==> src/rtl/mips_if_pkg.sv <==
// ============================================================================
//  Module   : mips_if_pkg
//  Purpose  : Shared constants, IF/ID payload type and alignment helper for
//             the MIPS32 instruction-fetch stage.
//  Revision : 1.0 - initial release
// ============================================================================
`default_nettype none

package mips_if_pkg;

    localparam int WORD_W = 32;

    // Default reset PC and bubble word (sll $0,$0,0 encodes as all zeros)
    localparam logic [WORD_W-1:0] c_reset_pc  = 32'h0000_0000;
    localparam logic [WORD_W-1:0] c_nop_instr = 32'h0000_0000;

    // Payload carried from IF into ID
    typedef struct packed {
        logic [WORD_W-1:0] pc_plus_4;
        logic [WORD_W-1:0] instr;
        logic              valid;
    } if_id_t;

    // Force a byte address onto a word boundary
    function automatic logic [WORD_W-1:0] align_word(input logic [WORD_W-1:0] addr);
        return {addr[WORD_W-1:2], 2'b00};
    endfunction

endpackage

`default_nettype wire

==> src/rtl/if_id_reg.sv <==
// ============================================================================
//  Module   : if_id_reg
//  Purpose  : IF/ID pipeline register with hold (stall) and bubble (flush)
//             controls. Hold has priority over bubble.
//  Revision : 1.0 - initial release
// ============================================================================
`default_nettype none

module if_id_reg
    import mips_if_pkg::*;
#(
    parameter logic [WORD_W-1:0] NOP_INSTR = c_nop_instr
) (
    input  logic              clk,
    input  logic              rst_n,
    input  logic              i_hold,
    input  logic              i_bubble,
    input  logic [WORD_W-1:0] i_pc_plus_4,
    input  logic [WORD_W-1:0] i_instr,
    output if_id_t            o_if_id
);

    if_id_t if_id_q;
    if_id_t if_id_d;

    // Next IF/ID contents: hold, inject a bubble, or capture the fetched word
    always_comb begin
        if_id_d = if_id_q;
        if (!i_hold) begin
            if_id_d.pc_plus_4 = i_pc_plus_4;
            if (i_bubble) begin
                if_id_d.instr = NOP_INSTR;
                if_id_d.valid = 1'b0;
            end else begin
                if_id_d.instr = i_instr;
                if_id_d.valid = 1'b1;
            end
        end
    end

    // IF/ID register with asynchronous active-low reset to an empty bubble
    always_ff @(posedge clk or negedge rst_n) begin
        if (!rst_n) begin
            if_id_q.pc_plus_4 <= '0;
            if_id_q.instr     <= NOP_INSTR;
            if_id_q.valid     <= 1'b0;
        end else begin
            if_id_q <= if_id_d;
        end
    end

    assign o_if_id = if_id_q;

endmodule

`default_nettype wire

==> src/rtl/if_pc_fetch.sv <==
// ============================================================================
//  Module   : if_pc_fetch
//  Purpose  : IF-stage program counter, next-PC select with a one-entry
//             pending-redirect buffer (so a redirect arriving during a stall
//             is not lost), and the IF/ID pipeline register.
//  Config   : IF_ALIGN_CHECK_EN - when defined, Misaligned_Err is a sticky
//             flag set by any accepted redirect whose target is not word
//             aligned; when undefined the flag is tied low.
//  Revision : 1.0 - initial release
// ============================================================================
`default_nettype none

module if_pc_fetch
    import mips_if_pkg::*;
#(
    parameter logic [WORD_W-1:0] RESET_PC  = c_reset_pc,
    parameter logic [WORD_W-1:0] NOP_INSTR = c_nop_instr
) (
    input  logic              Clk,
    input  logic              Rst_n,
    input  logic              Stall_IF,
    input  logic              Branch_Taken_ID,
    input  logic [WORD_W-1:0] Branch_Dest_ID,
    input  logic [WORD_W-1:0] Instruction_IF,
    output logic [WORD_W-1:0] PC_IF,
    output logic [WORD_W-1:0] PC_Plus_4_ID,
    output logic [WORD_W-1:0] Instruction_ID,
    output logic              Valid_ID,
    output logic              Misaligned_Err
);

    logic [WORD_W-1:0] pc_q, pc_d;
    logic              pend_valid_q, pend_valid_d;
    logic [WORD_W-1:0] pend_dest_q, pend_dest_d;

    logic [WORD_W-1:0] w_pc_plus_4;
    logic [WORD_W-1:0] w_live_dest;
    logic              w_redirect;
    if_id_t            w_if_id;

    assign w_pc_plus_4 = pc_q + 32'd4;
    assign w_live_dest = align_word(Branch_Dest_ID);

    // Next-PC select and pending-redirect bookkeeping. A live redirect beats a
    // pending one; any unstalled edge consumes (clears) the pending entry.
    always_comb begin
        pc_d         = pc_q;
        pend_valid_d = pend_valid_q;
        pend_dest_d  = pend_dest_q;
        w_redirect   = 1'b0;
        if (Stall_IF) begin
            if (Branch_Taken_ID) begin
                pend_valid_d = 1'b1;
                pend_dest_d  = w_live_dest;
            end
        end else begin
            pend_valid_d = 1'b0;
            if (Branch_Taken_ID) begin
                pc_d       = w_live_dest;
                w_redirect = 1'b1;
            end else if (pend_valid_q) begin
                pc_d       = pend_dest_q;
                w_redirect = 1'b1;
            end else begin
                pc_d       = w_pc_plus_4;
            end
        end
    end

    // PC and pending-redirect registers; reset discards any pending redirect
    always_ff @(posedge Clk or negedge Rst_n) begin
        if (!Rst_n) begin
            pc_q         <= RESET_PC;
            pend_valid_q <= 1'b0;
            pend_dest_q  <= '0;
        end else begin
            pc_q         <= pc_d;
            pend_valid_q <= pend_valid_d;
            pend_dest_q  <= pend_dest_d;
        end
    end

    // The wrong-path word fetched alongside a redirect is squashed (no delay slot)
    if_id_reg #(
        .NOP_INSTR (NOP_INSTR)
    ) u_if_id_reg (
        .clk         (Clk),
        .rst_n       (Rst_n),
        .i_hold      (Stall_IF),
        .i_bubble    (w_redirect),
        .i_pc_plus_4 (w_pc_plus_4),
        .i_instr     (Instruction_IF),
        .o_if_id     (w_if_id)
    );

    assign PC_IF          = pc_q;
    assign PC_Plus_4_ID   = w_if_id.pc_plus_4;
    assign Instruction_ID = w_if_id.instr;
    assign Valid_ID       = w_if_id.valid;

`ifdef IF_ALIGN_CHECK_EN
    logic misaligned_q, misaligned_d;

    // Any accepted redirect (live or captured into pending) with a
    // non-word-aligned target sets the flag; only reset clears it.
    always_comb begin
        misaligned_d = misaligned_q;
        if (Branch_Taken_ID && (Branch_Dest_ID[1:0] != 2'b00)) begin
            misaligned_d = 1'b1;
        end
    end

    // Sticky misalignment flag register
    always_ff @(posedge Clk or negedge Rst_n) begin
        if (!Rst_n) begin
            misaligned_q <= 1'b0;
        end else begin
            misaligned_q <= misaligned_d;
        end
    end

    assign Misaligned_Err = misaligned_q;
`else
    // Target low bits are simply dropped by the word alignment
    logic w_unused_dest_bits;
    assign w_unused_dest_bits = ^Branch_Dest_ID[1:0];
    assign Misaligned_Err     = 1'b0;
`endif

endmodule

`default_nettype wire
==> config.mk <==
export PLATFORM = sky130hd
export DESIGN_NAME = if_pc_fetch
export DESIGN_NICKNAME = d
export VERILOG_FILES = /design/src/rtl/mips_if_pkg.sv /design/src/rtl/if_id_reg.sv /design/src/rtl/if_pc_fetch.sv
export SDC_FILE = /design/constraint.sdc
export NUM_CORES = 1
export LEC_CHECK = 0
export BUFFER_PORTS_ARGS = -buffer_cell sky130_fd_sc_hd__buf_2
export CAP_MARGIN = 20
export CORE_MARGIN = 10
export CORE_UTILIZATION = 54
export CTS_CLUSTER_DIAMETER = 80
export CTS_CLUSTER_SIZE = 10
export DETAILED_ROUTE_END_ITERATION = 10
export PLACE_DENSITY = 0.78
export SLEW_MARGIN = 20
export SYNTH_ARGS = -nofsm -noshare
export SYNTH_HDL_FRONTEND = slang
export SYNTH_SLANG_ARGS = --single-unit
==> constraint.sdc <==
create_clock -name Clk -period 4.5 [get_ports Clk]
set_input_delay 0.45 -clock Clk [delete_from_list [all_inputs] [get_ports Clk]]
set_output_delay 0.45 -clock Clk [all_outputs]
set_load 0.02 [all_outputs]
Word level (Yosys, flattened, before mapping)
Cells that the tools add are included.
{"block": "word_totals", "ff_bits": 128, "inputBits": 68, "elab_cells": 17}
{"block": "op_classes", "n_eq_ne": 1, "mux": 8, "reduce_logical": 1, "add_sub_neg": 1}
{"op": "$mux 32", "count": 2}
{"op": "$mux 33", "count": 1}
{"op": "$add 32x3->32 const B", "count": 1}
{"op": "$mux 1", "count": 5}
{"op": "$ne 2x1->1 const B", "count": 1}
{"op": "$reduce_and 2->1", "count": 1}

Longest topological paths before layout
Gate-level depths: netlist (run 1).
{"block": "logic_depth", "ltp_word": 4, "depth_mapped": 8, "mapped_depth_nobuf": 5}

Cells and area by module
Synthesis (run 1) repeated with hierarchy kept, for this count alone.
{"block": "unflattened", "hier_cells": 627, "area_unflattened_um2": 6626.4}
{"mod": "if_pc_fetch", "n_inst": 1, "cells_per_inst": 420, "area_per_inst_um2": 3918.8, "seq_area_each_um2": 1526.5}
{"mod": "if_id_reg", "n_inst": 1, "cells_per_inst": 207, "area_per_inst_um2": 2707.6, "seq_area_each_um2": 1626.6}

Least setup slack after synthesis (run 1)
No wires, ideal clock.
{"block": "synth_path", "kind": "reg-to-reg", "start": "register pc_q[2] (netlist: PC_IF[2])", "end": "register pc_q[24] (netlist: PC_IF[24])", "stages_incl_launch_ff": 9, "synth_period_minus_slack_ns": 2.339, "setup_slack_ns": 2.161, "setup_ns": 0.124, "t_arrival_ns": 2.215, "path_cell_list": "dfrtp_1 > ha_1 > buf_2 > nand2_1 > or4_1 > buf_2 > buf_6 > o311a_1 > a211o_1"}
{"block": "synth_via", "elab_chain_len": 3}
{"element": "start, declared", "line_no": "if_pc_fetch.sv:32", "source": "logic [WORD_W-1:0] pc_q, pc_d;"}
{"element": "start signal, assigned", "line_no": "if_pc_fetch.sv:77", "source": "pc_q <= pc_d;"}
{"element": "$add 32x3->32", "line_no": "if_pc_fetch.sv:41", "source": "assign w_pc_plus_4 = pc_q + 32'd4;"}
{"element": "$mux 32", "line_no": "if_pc_fetch.sv:61", "source": "end else if (pend_valid_q) begin"}
{"element": "$mux 32", "line_no": "if_pc_fetch.sv:58", "source": "if (Branch_Taken_ID) begin"}
No other way between the ends.
A chain may end at the register's enable or synchronous reset.

Worst setup path in the final report (run 1)
{"block": "layout_path", "start": "register pc_q[2] (netlist: PC_IF[2])", "end": "register u_if_id_reg.if_id_q, in the netlist u_if_id_reg.o_if_id[61]"}
{"block": "layout_via", "elab_chain_len": 1}
{"element": "$add 32x3->32", "line_no": "if_pc_fetch.sv:41"}
{"element": "end signal, assigned", "line_no": "if_id_reg.sv:48", "source": "if_id_q <= if_id_d;"}
{"element": "end, declared", "line_no": "if_id_reg.sv:23", "source": "if_id_t if_id_q;"}
No other way between the ends.

==> flow_metrics.tcl, run 1 <==
set metrics [dict create \
    drtIter0Drc 664 \
    fin_nets 852 \
    ios 166 \
    vias 5668 \
    syn2layout_area_growth_pct 20.01 \
    synth_edf_count 0 \
    die_y_microns 128.2 \
    syn_area_sq_um 6327 \
    cts_max_path_buffers 2 \
    max_slew.worst_pin.slew_ns 0.9169 \
    start_util_pct 55.18 \
    synth-seq-cells 124 \
    cts_tree "done" \
    die_w_microns 128.2 \
    grt_overflow_total 0 \
    met1_usage_pct 28.47 \
    post-route-period-util_pct 58.72 \
    grt_usage_pct 21.37 \
    r2r-start "PC_IF[2]$_DFFE_PN0N_" \
    cp.required_ns 4.79 \
    multi_input_area_sq_um 2884 \
    cts.reportedPaths.clkPinSlew_ns 0.05 \
    clock_latency_ns 0.41 \
    relSlewSlack_pct 38.87 \
    antenna_found_initial 0 \
    met3_usage_pct 6.700 \
    dr.pass1.iters 5 \
    wl_mm 17.58 \
    worstPathMaxFanout 14 \
    fmax_mhz 378.5 \
    p_leak_nw 3.427 \
    syn-instance-count 658 \
    cts-root-buf "clkbuf_16" \
    wire_per_inst_microns 18.77 \
    period_needed_ns 2.642 \
    fillerInstances 965 \
    synth_seq_area_share_pct 49.04 \
    hold_viol_final 0 \
    ir_worst_vdd_mv 0.3217 \
    dieArea_sq_um 16450 \
    r2r-end "u_if_id_reg.o_if_id[61]$_DFFE_PN0N_" \
    setup_viol 0 \
    drc 0 \
    htree_levels 4 \
    post-place-ws_ns 1.900 \
    numCtsBuffers 17 \
    synth_async_sr_flop_share_pct 100.0 \
    core_area_sq_um 11470 \
    synth_top_flop_cell "dfrtp_1" \
    fin_ws_ns 1.858 \
    row_count 39 \
    use_met2_pct 31.68 \
    grt_start_max_net_pins 111 \
    final_cell_mix "156 x buf_2, 124 x dfrtp_1, 108 x nand2_1, 66 x o21ai_0, 34 x mux2_2" \
    regArea_sq_um 3103 \
    holdBufCountCts 0 \
    r2r.worst_path.cells 5 \
    port_buffers 158 \
    critPathKind "flip-flop to flip-flop" \
    slew_violations 0 \
    critPathLaunchType "flip-flop" \
    cap_violations 0 \
    busiest_layer "met2" \
    ys_warn_count 0 \
    post-dp-hpwl_mm 12.50 \
    synth_cell_types 58 \
    grt_pass1_wl_mm 28.37 \
    grt_setup_unrepaired "no" \
    post_cts_buffers 0 \
    reg2reg_slack_ns 1.86 \
    cp.arrival_ns 2.94 \
    finClkSkew_ns 0.009475 \
    viasPerCell 6.049 \
    diodes 0 \
    holdCritPathClass "input port to async pin" \
    syn-mean-instance-area_sq_um 9.616 \
    gp_congestion 0.8504 \
    layout_commonest_cell "buf_2" \
    cp-end-kind "flip-flop" \
    tns_ns 0 \
    antenna_left 0 \
    status "finished clean" \
    p_per_area_nw_per_um2 441.6 \
    grt_pass1_vias 5366 \
    cts_sinks 124 \
    drive_gt1_share_pct 29.35 \
    cts_resized 0 \
]
-- registers in the layout, summed over array words and instances, names as in the netlist --
signal and flops:
u_if_id_reg.o_if_id 63, pend_valid_q 1, PC_IF 30, pend_dest_q 30
-- per-stage QoR --
stage               cell area (sq um)  cells  util [%]  total power, mW  hold WS [ns]
CTS                              7594    937     66.22            3.372        0.1052
detailed placement               7072    907     61.67            2.147        0.4682
finish                           7594    937     66.22            3.354       0.09092
global placement                 7052    906     61.49            2.115        0.4619
global route                     7594    937     66.22            3.508        0.1451
floorplan                        6342    662         -            1.867        0.1544
-- area by class of cell --
type / instances / area share, %
clock buffer: 28 / 6.410
clock inverter: 2 / 0.4614
inverter: 14 / 0.6920
multi-input combinational: 462 / 37.98
sequential: 124 / 40.86
tap: 143 / 2.356
timing repair buffer: 164 / 11.24
-- where the power goes --
part | total, mW | internal, mW | leakage, nW | switching, mW
logic | 0.704 | 0.268 | 1.65 | 0.436
registers | 1.43 | 1.27 | 1.53 | 0.160
clock network | 1.22 | 0.780 | 0.253 | 0.439
-- logic make-up after synthesis --
| family | after synthesis | synth area share [%] |
|---|---|---|
| fa+ha+maj | 1 | 0.1977 |
| flops | 124 | 49.04 |
| xor+xnor | 11 | 1.523 |
| buf+inv | 76 | 5.734 |
| compound gates | 182 | 19.40 |
| mux | 37 | 6.526 |
| simple gates | 226 | 17.52 |
| other cells | 1 | 0.05927 |
-- worst max-delay path: stages, from the launching register on --
cell and delay, ns:
dfrtp_1 0.53, ha_1 0.41, nand2_1 0.12, or4_1 0.74
o311a_1 0.45, a221o_1 0.26
-- how the worst max path moves through the flow --
stage	startpoint	to	slack (ns)	cells after the start
6_report	PC_IF[2]$_DFFE_PN0N_	u_if_id_reg.o_if_id[61]$_DFFE_PN0N_	1.86	5
5_1_grt	PC_IF[2]$_DFFE_PN0N_	u_if_id_reg.o_if_id[61]$_DFFE_PN0N_	1.77	5
4_1_cts	PC_IF[2]$_DFFE_PN0N_	u_if_id_reg.o_if_id[61]$_DFFE_PN0N_	1.88	5
3_5_place_dp	PC_IF[2]$_DFFE_PN0N_	u_if_id_reg.o_if_id[61]$_DFFE_PN0N_	1.90	5
3_3_place_gp	PC_IF[2]$_DFFE_PN0N_	u_if_id_reg.o_if_id[57]$_DFFE_PN0N_	1.95	5
2_1_floorplan	PC_IF[2]$_DFFE_PN0N_	PC_IF[24]$_DFFE_PN0N_	2.16	8
-- synthesized netlist by cell type (all sizes together), types with 2 or more instances --
cell / n / share of area (%)
or3: 12 / 1.2
a22o: 3 / 0.42
and3: 5 / 0.49
a2bb2oi: 2 / 0.28
a211o: 8 / 1.1
nand3: 17 / 1.3
dfrtp: 124 / 49
o21ai: 66 / 5.2
nor4: 10 / 0.99
buf: 27 / 2.7
a311o: 2 / 0.32
nor2: 21 / 1.2
o31a: 6 / 0.85
a31oi: 8 / 0.79
o41ai: 2 / 0.28
o311a: 16 / 2.6
o211ai: 4 / 0.47
and4: 3 / 0.44
nand2: 108 / 6.4
a221o: 6 / 0.95
o31ai: 5 / 0.59
xnor2: 10 / 1.4
clkbuf: 34 / 2.0
or4: 9 / 1.2
nand4: 10 / 1.3
nor2b: 4 / 0.40
o22ai: 8 / 0.79
a21oi: 19 / 1.5
o21a: 3 / 0.36
inv: 14 / 0.83
nor3: 21 / 1.7
a22oi: 22 / 2.6
mux2i: 3 / 0.47
mux2: 34 / 6.1
-- per-layer routing --
layer,part of all wire (%),vias up
li1,-,2647
met4,1.7,0
met5,0,-
met2,46,286
met1,42,2711
met3,10,24
(Power assumes the default switching activity.)
==> run 2, diff against run 1 <==
--- a/config.mk
+++ b/config.mk
@@ -8,11 +8,11 @@
 export BUFFER_PORTS_ARGS = -buffer_cell sky130_fd_sc_hd__buf_2
 export CAP_MARGIN = 20
 export CORE_MARGIN = 10
-export CORE_UTILIZATION = 54
+export CORE_UTILIZATION = 48
 export CTS_CLUSTER_DIAMETER = 80
 export CTS_CLUSTER_SIZE = 10
 export DETAILED_ROUTE_END_ITERATION = 10
-export PLACE_DENSITY = 0.78
+export PLACE_DENSITY = 0.74
 export SLEW_MARGIN = 20
 export SYNTH_ARGS = -nofsm -noshare
 export SYNTH_HDL_FRONTEND = slang
==> constraint.sdc (replaced) <==
create_clock -name Clk -period 2.4 [get_ports Clk]
set_input_delay 0.24 -clock Clk [delete_from_list [all_inputs] [get_ports Clk]]
set_output_delay 0.24 -clock Clk [all_outputs]
set_load 0.02 [all_outputs]
==> run 2 against run 1 <==
  * Worst hold slack got worse by 0.032 ns
  * Critical endpoint is now u_if_id_reg.o_if_id[57]$_DFFE_PN0N_
  * Sequential power rose by 85%
  * Via count rose by 1.0%
  * Worst setup slack worse by 1.7 ns
  * Critical path depth shrank 1
  * Non-clock buffer count grew 12
  * Core utilization is 5.2 points lower
  * Final cell count up 4.5%
==> flow_metrics.tcl, run 2 (synthesis gave the netlist of run 1 again) <==
set metrics [dict create \
    worstPathMaxFanout 14 \
    core_area_sq_um 12770 \
    post-dp-hpwl_mm 13.09 \
    tns_ns 0 \
    drc 0 \
    cts.reportedPaths.clkPinSlew_ns 0.06 \
    die_w_microns 134.8 \
    port_buffers 158 \
    p_sw_mw 2.006 \
    wl_met2_mm 8.336 \
    p_leak_nw 3.524 \
    start_util_pct 49.53 \
    power.internal_mw 4.478 \
    fin_ws_ns 0.1558 \
    pwr-share-comb_pct 21.5 \
    numCtsBuffers 17 \
    wire_per_inst_microns 18.60 \
    grt_usage_pct 19.62 \
    wl_met3_mm 1.538 \
    cp.required_ns 2.70 \
    ir_worst_vdd_mv 0.4652 \
    htree_levels 4 \
    grt_pass1_vias 5394 \
    clock_latency_ns 0.42 \
    critPathLaunchType "flip-flop" \
    cp.arrival_ns 2.54 \
    drive_gt1_share_pct 30.98 \
    grt_setup_unrepaired "no" \
    largest_reg_flops 63 \
    cts_sinks 124 \
    vias 5727 \
    cts_resized 0 \
    holdBufCountCts 1 \
    slew_violations 0 \
    fillerInstances 1096 \
    max_slew.worst_pin.slew_ns 0.6168 \
    post-route-period-util_pct 93.51 \
    wl_mm 18.21 \
    grt_start_max_net_pins 79 \
    swShare_pct 30.94 \
    status "finished clean" \
    hold_viol_final 0 \
    row_count 41 \
    fin_nets 864 \
    antenna_found_initial 0 \
    syn2layout_area_growth_pct 23.25 \
    drtIter0Drc 498 \
    cp-end-kind "flip-flop" \
    cts_tree "done" \
    post_cts_buffers 0 \
    top_layer_used "met4" \
    ios 166 \
    met1Wirelength_mm 7.894 \
    viasPerCell 5.850 \
    relSlewSlack_pct 58.88 \
    dieArea_sq_um 18170 \
    layout_commonest_cell "buf_2" \
    fmax_mhz 445.6 \
    dr.pass1.iters 5 \
    dp.cells 947 \
    setup_viol 0 \
    post-place-ws_ns 0.1850 \
    grt_pass1_wl_mm 28.82 \
    final_cell_mix "156 x buf_2, 124 x dfrtp_1, 108 x nand2_1, 66 x o21ai_0, 34 x mux2_2" \
    fin_cells 979 \
    holdCritPathClass "input port to flip-flop" \
    antenna_left 0 \
    cts-root-buf "clkbuf_16" \
    die_y_microns 134.8 \
    diodes 0 \
    finClkSkew_ns 0.008537 \
    cap_violations 0 \
    finalPower_mw 6.483 \
    cts_max_path_buffers 2 \
    gp_congestion 0.8426 \
    sequentialPowerShare_pct 40.8 \
    clkPwrFrac_pct 37.8 \
    critPathKind "flip-flop to flip-flop" \
    p_per_area_nw_per_um2 831.3 \
    grt_overflow_total 0 \
    period_needed_ns 2.244 \
]
run 2: cell count changes in the layout (fill, tap and decap cells not counted):
cell	before	now
buf_12	1	4
clkbuf_1	9	4
bufinv_16	1	2
dlygate4sd3_1	0	1
clkinvlp_4	0	1
clkinv_2	1	5
buf_4	7	15
run 2: area by class of cell:
type	count	area, sq um	area share, %
clock buffer	23	467.9	6.000
clock inverter	8	92.59	1.187
inverter	14	52.55	0.6738
multi-input combinational	462	2884	36.98
sequential	124	3103	39.79
tap	172	215.2	2.760
timing repair buffer	176	983.4	12.61
run 2: routing by layer:
layer  track usage, %  vias to the layer above
met5                0                        -
met4            8.283                        0
met3            5.972                       31
met2            30.13                      242
met1            25.09                     2766
li1                 -                     2688
run 2: power groups by stage:
stage	Combinational [mW]	Sequential, mW	Clock [mW]
2_1_floorplan	0.635	2.87	0
3_3_place_gp	1.37	2.64	0
3_5_place_dp	1.40	2.67	0
4_1_cts	1.41	2.64	2.48
5_1_grt	1.52	2.68	2.58
6_report	1.39	2.64	2.45
run 2: through the flow:
stage | hold WS (ns) | utilization (%) | area [sq um]
floorplan | -0.05559 | - | 6342
global placement | 0.2801 | 56.59 | 7228
detailed placement | 0.2888 | 56.59 | 7228
CTS | 0.04883 | 61.05 | 7799
global route | 0.05774 | 61.05 | 7799
finish | 0.05905 | 61.05 | 7799
run 2: worst paths after layout:
path,start,to,slack (ns),depth (start not counted)
min,Instruction_IF[11],u_if_id_reg.o_if_id[12]$_DFFE_PN0N_,0.06,3
max reg2reg,PC_IF[10]$_DFFE_PN0N_,u_if_id_reg.o_if_id[57]$_DFFE_PN0N_,0.16,4
max,PC_IF[10]$_DFFE_PN0N_,u_if_id_reg.o_if_id[57]$_DFFE_PN0N_,0.16,4
min reg2reg,u_if_id_reg.o_if_id[23]$_DFFE_PN0N_,u_if_id_reg.o_if_id[23]$_DFFE_PN0N_,0.48,2
min in group asynchronous,Rst_n,PC_IF[27]$_DFFE_PN0N_,0.40,2
max in group asynchronous,Rst_n,u_if_id_reg.o_if_id[5]$_DFFE_PN0N_,1.29,3
run 2: worst max-delay path, cell delays in order, from the launching register on:
cell and delay [ns]:
dfrtp_1 0.46, nand2_1 0.12, or4_1 0.81, o311a_1 0.46, a221o_1 0.26
==> run 3, diff against run 2 <==
--- a/config.mk
+++ b/config.mk
@@ -13,6 +13,7 @@
 export CTS_CLUSTER_SIZE = 10
 export DETAILED_ROUTE_END_ITERATION = 10
 export PLACE_DENSITY = 0.74
+export RECOVER_POWER = 50
 export SLEW_MARGIN = 20
 export SYNTH_ARGS = -nofsm -noshare
 export SYNTH_HDL_FRONTEND = slang
==> run 3 against run 2 <==
  * Routed wire length grew 0.81%
  * Via count up 0.26%
  * The flow now finishes with violations (capacitance limit, slew limit)
  * Clock power about the same
  * Final cell count unchanged
  * Clock skew is 0.00097 ns higher
  * Worst hold slack worse by 0.0015 ns
  * Sequential power about the same
  * Flip-flop and latch count did not move
  * Largest cell class unchanged
  * Largest power group unchanged
  * Power fell by 0.40%
  * Count of clock-buffer cells in the layout stayed put
  * Global-route usage stayed put
==> flow_metrics.tcl, run 3 (synthesis gave the netlist of run 1 again) <==
set metrics [dict create \
    status "complete, but fails checks" \
    failed_checks "capacitance limit, slew limit" \
    cp-end-kind "flip-flop" \
    cts.reportedPaths.clkPinSlew_ns 0.06 \
    relSlewSlack_pct -2.889 \
    die_w_microns 134.8 \
    hold_viol_final 0 \
    r2r-start "PC_IF[10]$_DFFE_PN0N_" \
    die_y_microns 134.8 \
    ios 166 \
    grt_pass1_wl_mm 28.82 \
    cts_sinks 124 \
    sequentialPowerShare_pct 41.0 \
    power.internal_mw 4.443 \
    largest_reg_flops 63 \
    critPathKind "flip-flop to flip-flop" \
    vias 5742 \
    viasPerCell 5.865 \
    final_cell_mix "124 x dfrtp_1, 108 x nand2_1, 102 x buf_2, 66 x o21ai_0, 60 x clkbuf_1" \
    slew_violations 43 \
    tns_ns 0 \
    layout_commonest_cell "dfrtp_1" \
    dp.cells 947 \
    period_needed_ns 2.281 \
    post-route-period-util_pct 95.02 \
    drive_gt1_share_pct 24.04 \
    grt_start_max_net_pins 79 \
    crit_buf_inv 0 \
    grt_pass1_vias 5394 \
    fin_cells 979 \
    numCtsBuffers 17 \
    core_area_sq_um 12770 \
    antenna_found_initial 0 \
    swShare_pct 31.20 \
    drtIter0Drc 461 \
    cts_tree "done" \
    finalPower_mw 6.457 \
    diodes 0 \
    grt_setup_unrepaired "no" \
    cp.arrival_ns 2.58 \
    clkPwrFrac_pct 38.0 \
    ir_worst_vdd_mv 0.4650 \
    gp_congestion 0.8426 \
    cp.required_ns 2.70 \
    port_buffers 158 \
    startpoint "PC_IF[10]$_DFFE_PN0N_" \
    dr.pass1.iters 5 \
    cpLargestDelayFamily "simple AND/OR/NAND/NOR gates" \
    reg2reg_slack_ns 0.12 \
    critPathLaunchType "flip-flop" \
    hold_start "Instruction_IF[11]" \
    wire_per_inst_microns 18.75 \
    setup_viol 0 \
    start_util_pct 49.53 \
    cts-root-buf "clkbuf_16" \
    post_cts_buffers 0 \
    drc 0 \
    fin_nets 864 \
    slowest_stage "or4_1" \
    syn2layout_area_growth_pct 21.75 \
    dieArea_sq_um 18170 \
    row_count 41 \
    holdCritPathClass "input port to flip-flop" \
    fmax_mhz 438.5 \
    finClkSkew_ns 0.009511 \
    pwr-share-comb_pct 21.0 \
    antenna_left 0 \
    p_per_area_nw_per_um2 838.2 \
    p_leak_nw 3.319 \
    fillerInstances 1140 \
    grt_usage_pct 19.62 \
    wl_mm 18.36 \
    p_sw_mw 2.015 \
    htree_levels 4 \
    multi_input_area_sq_um 2884 \
    cap_violations 1 \
    crit_chain "nand2_1 > or4_1 > o311a_1 > a221o_1" \
    regArea_sq_um 3103 \
    max_slew.worst_pin.slew_ns 1.543 \
    post-dp-hpwl_mm 13.09 \
    worstPathMaxFanout 14 \
    cts_max_path_buffers 2 \
    grt_overflow_total 0 \
    clock_latency_ns 0.42 \
    cpPeakStageDelay_ns 0.83 \
]
run 3: power groups by stage:
stage | registers, mW | clock network, mW | logic [mW]
global placement | 2.64 | 0 | 1.37
detailed placement | 2.67 | 0 | 1.40
global route | 2.69 | 2.58 | 1.48
finish | 2.65 | 2.45 | 1.36
CTS | 2.64 | 2.48 | 1.41
floorplan | 2.87 | 0 | 0.635
run 3: worst min-delay path: stages:
cell and delay [ns]:
buf_2 0.09, nand2_1 0.04, o21ai_0 0.06
run 3: through the flow:
stage | hold slack [ns] | utilization, % | cell area [sq um] | setup slack [ns]
6_report | 0.05758 | 60.31 | 7704 | 0.1195
4_1_cts | 0.04883 | 61.05 | 7799 | 0.1638
2_1_floorplan | -0.05559 | - | 6342 | 0.06127
3_3_place_gp | 0.2801 | 56.59 | 7228 | 0.2460
3_5_place_dp | 0.2888 | 56.59 | 7228 | 0.1850
5_1_grt | 0.05774 | 60.31 | 7704 | 0.05547
run 3: cell type report:
class,count,share of cell area (%)
repair buffers,176,11.53
multi-input cells,462,37.44
inverters,14,0.6822
well taps,172,2.794
clock buffers,23,6.074
flip-flops and latches,124,40.28
clock inverters,8,1.202
run 3: worst paths after layout:
| kind | end | cells past startpoint |
|---|---|---|
| min in group asynchronous | PC_IF[25]$_DFFE_PN0N_ | 2 |
| min reg2reg | u_if_id_reg.o_if_id[23]$_DFFE_PN0N_ | 2 |
| max | u_if_id_reg.o_if_id[57]$_DFFE_PN0N_ | 4 |
| max in group asynchronous | pend_dest_q[4]$_DFFE_PN0P_ | 3 |
| max reg2reg | u_if_id_reg.o_if_id[57]$_DFFE_PN0N_ | 4 |
| min | u_if_id_reg.o_if_id[12]$_DFFE_PN0N_ | 3 |
run 3: repair_timing:
| item | CTS | global route |
|---|---|---|
| resized for setup | 0 | 0 |
| hold buffers | 1 | 0 |
| endpoints found under the hold margin | 40 | 0 |
run 3: per-layer routing:
metal  global-route usage (%)  share of wire [%]  vias up
met5                        0                  0        -
met4                    8.283                2.3        0
met3                    5.972                8.8       34
met2                    30.13                 45      254
met1                    25.09                 43     2770
li1                         -                  -     2684
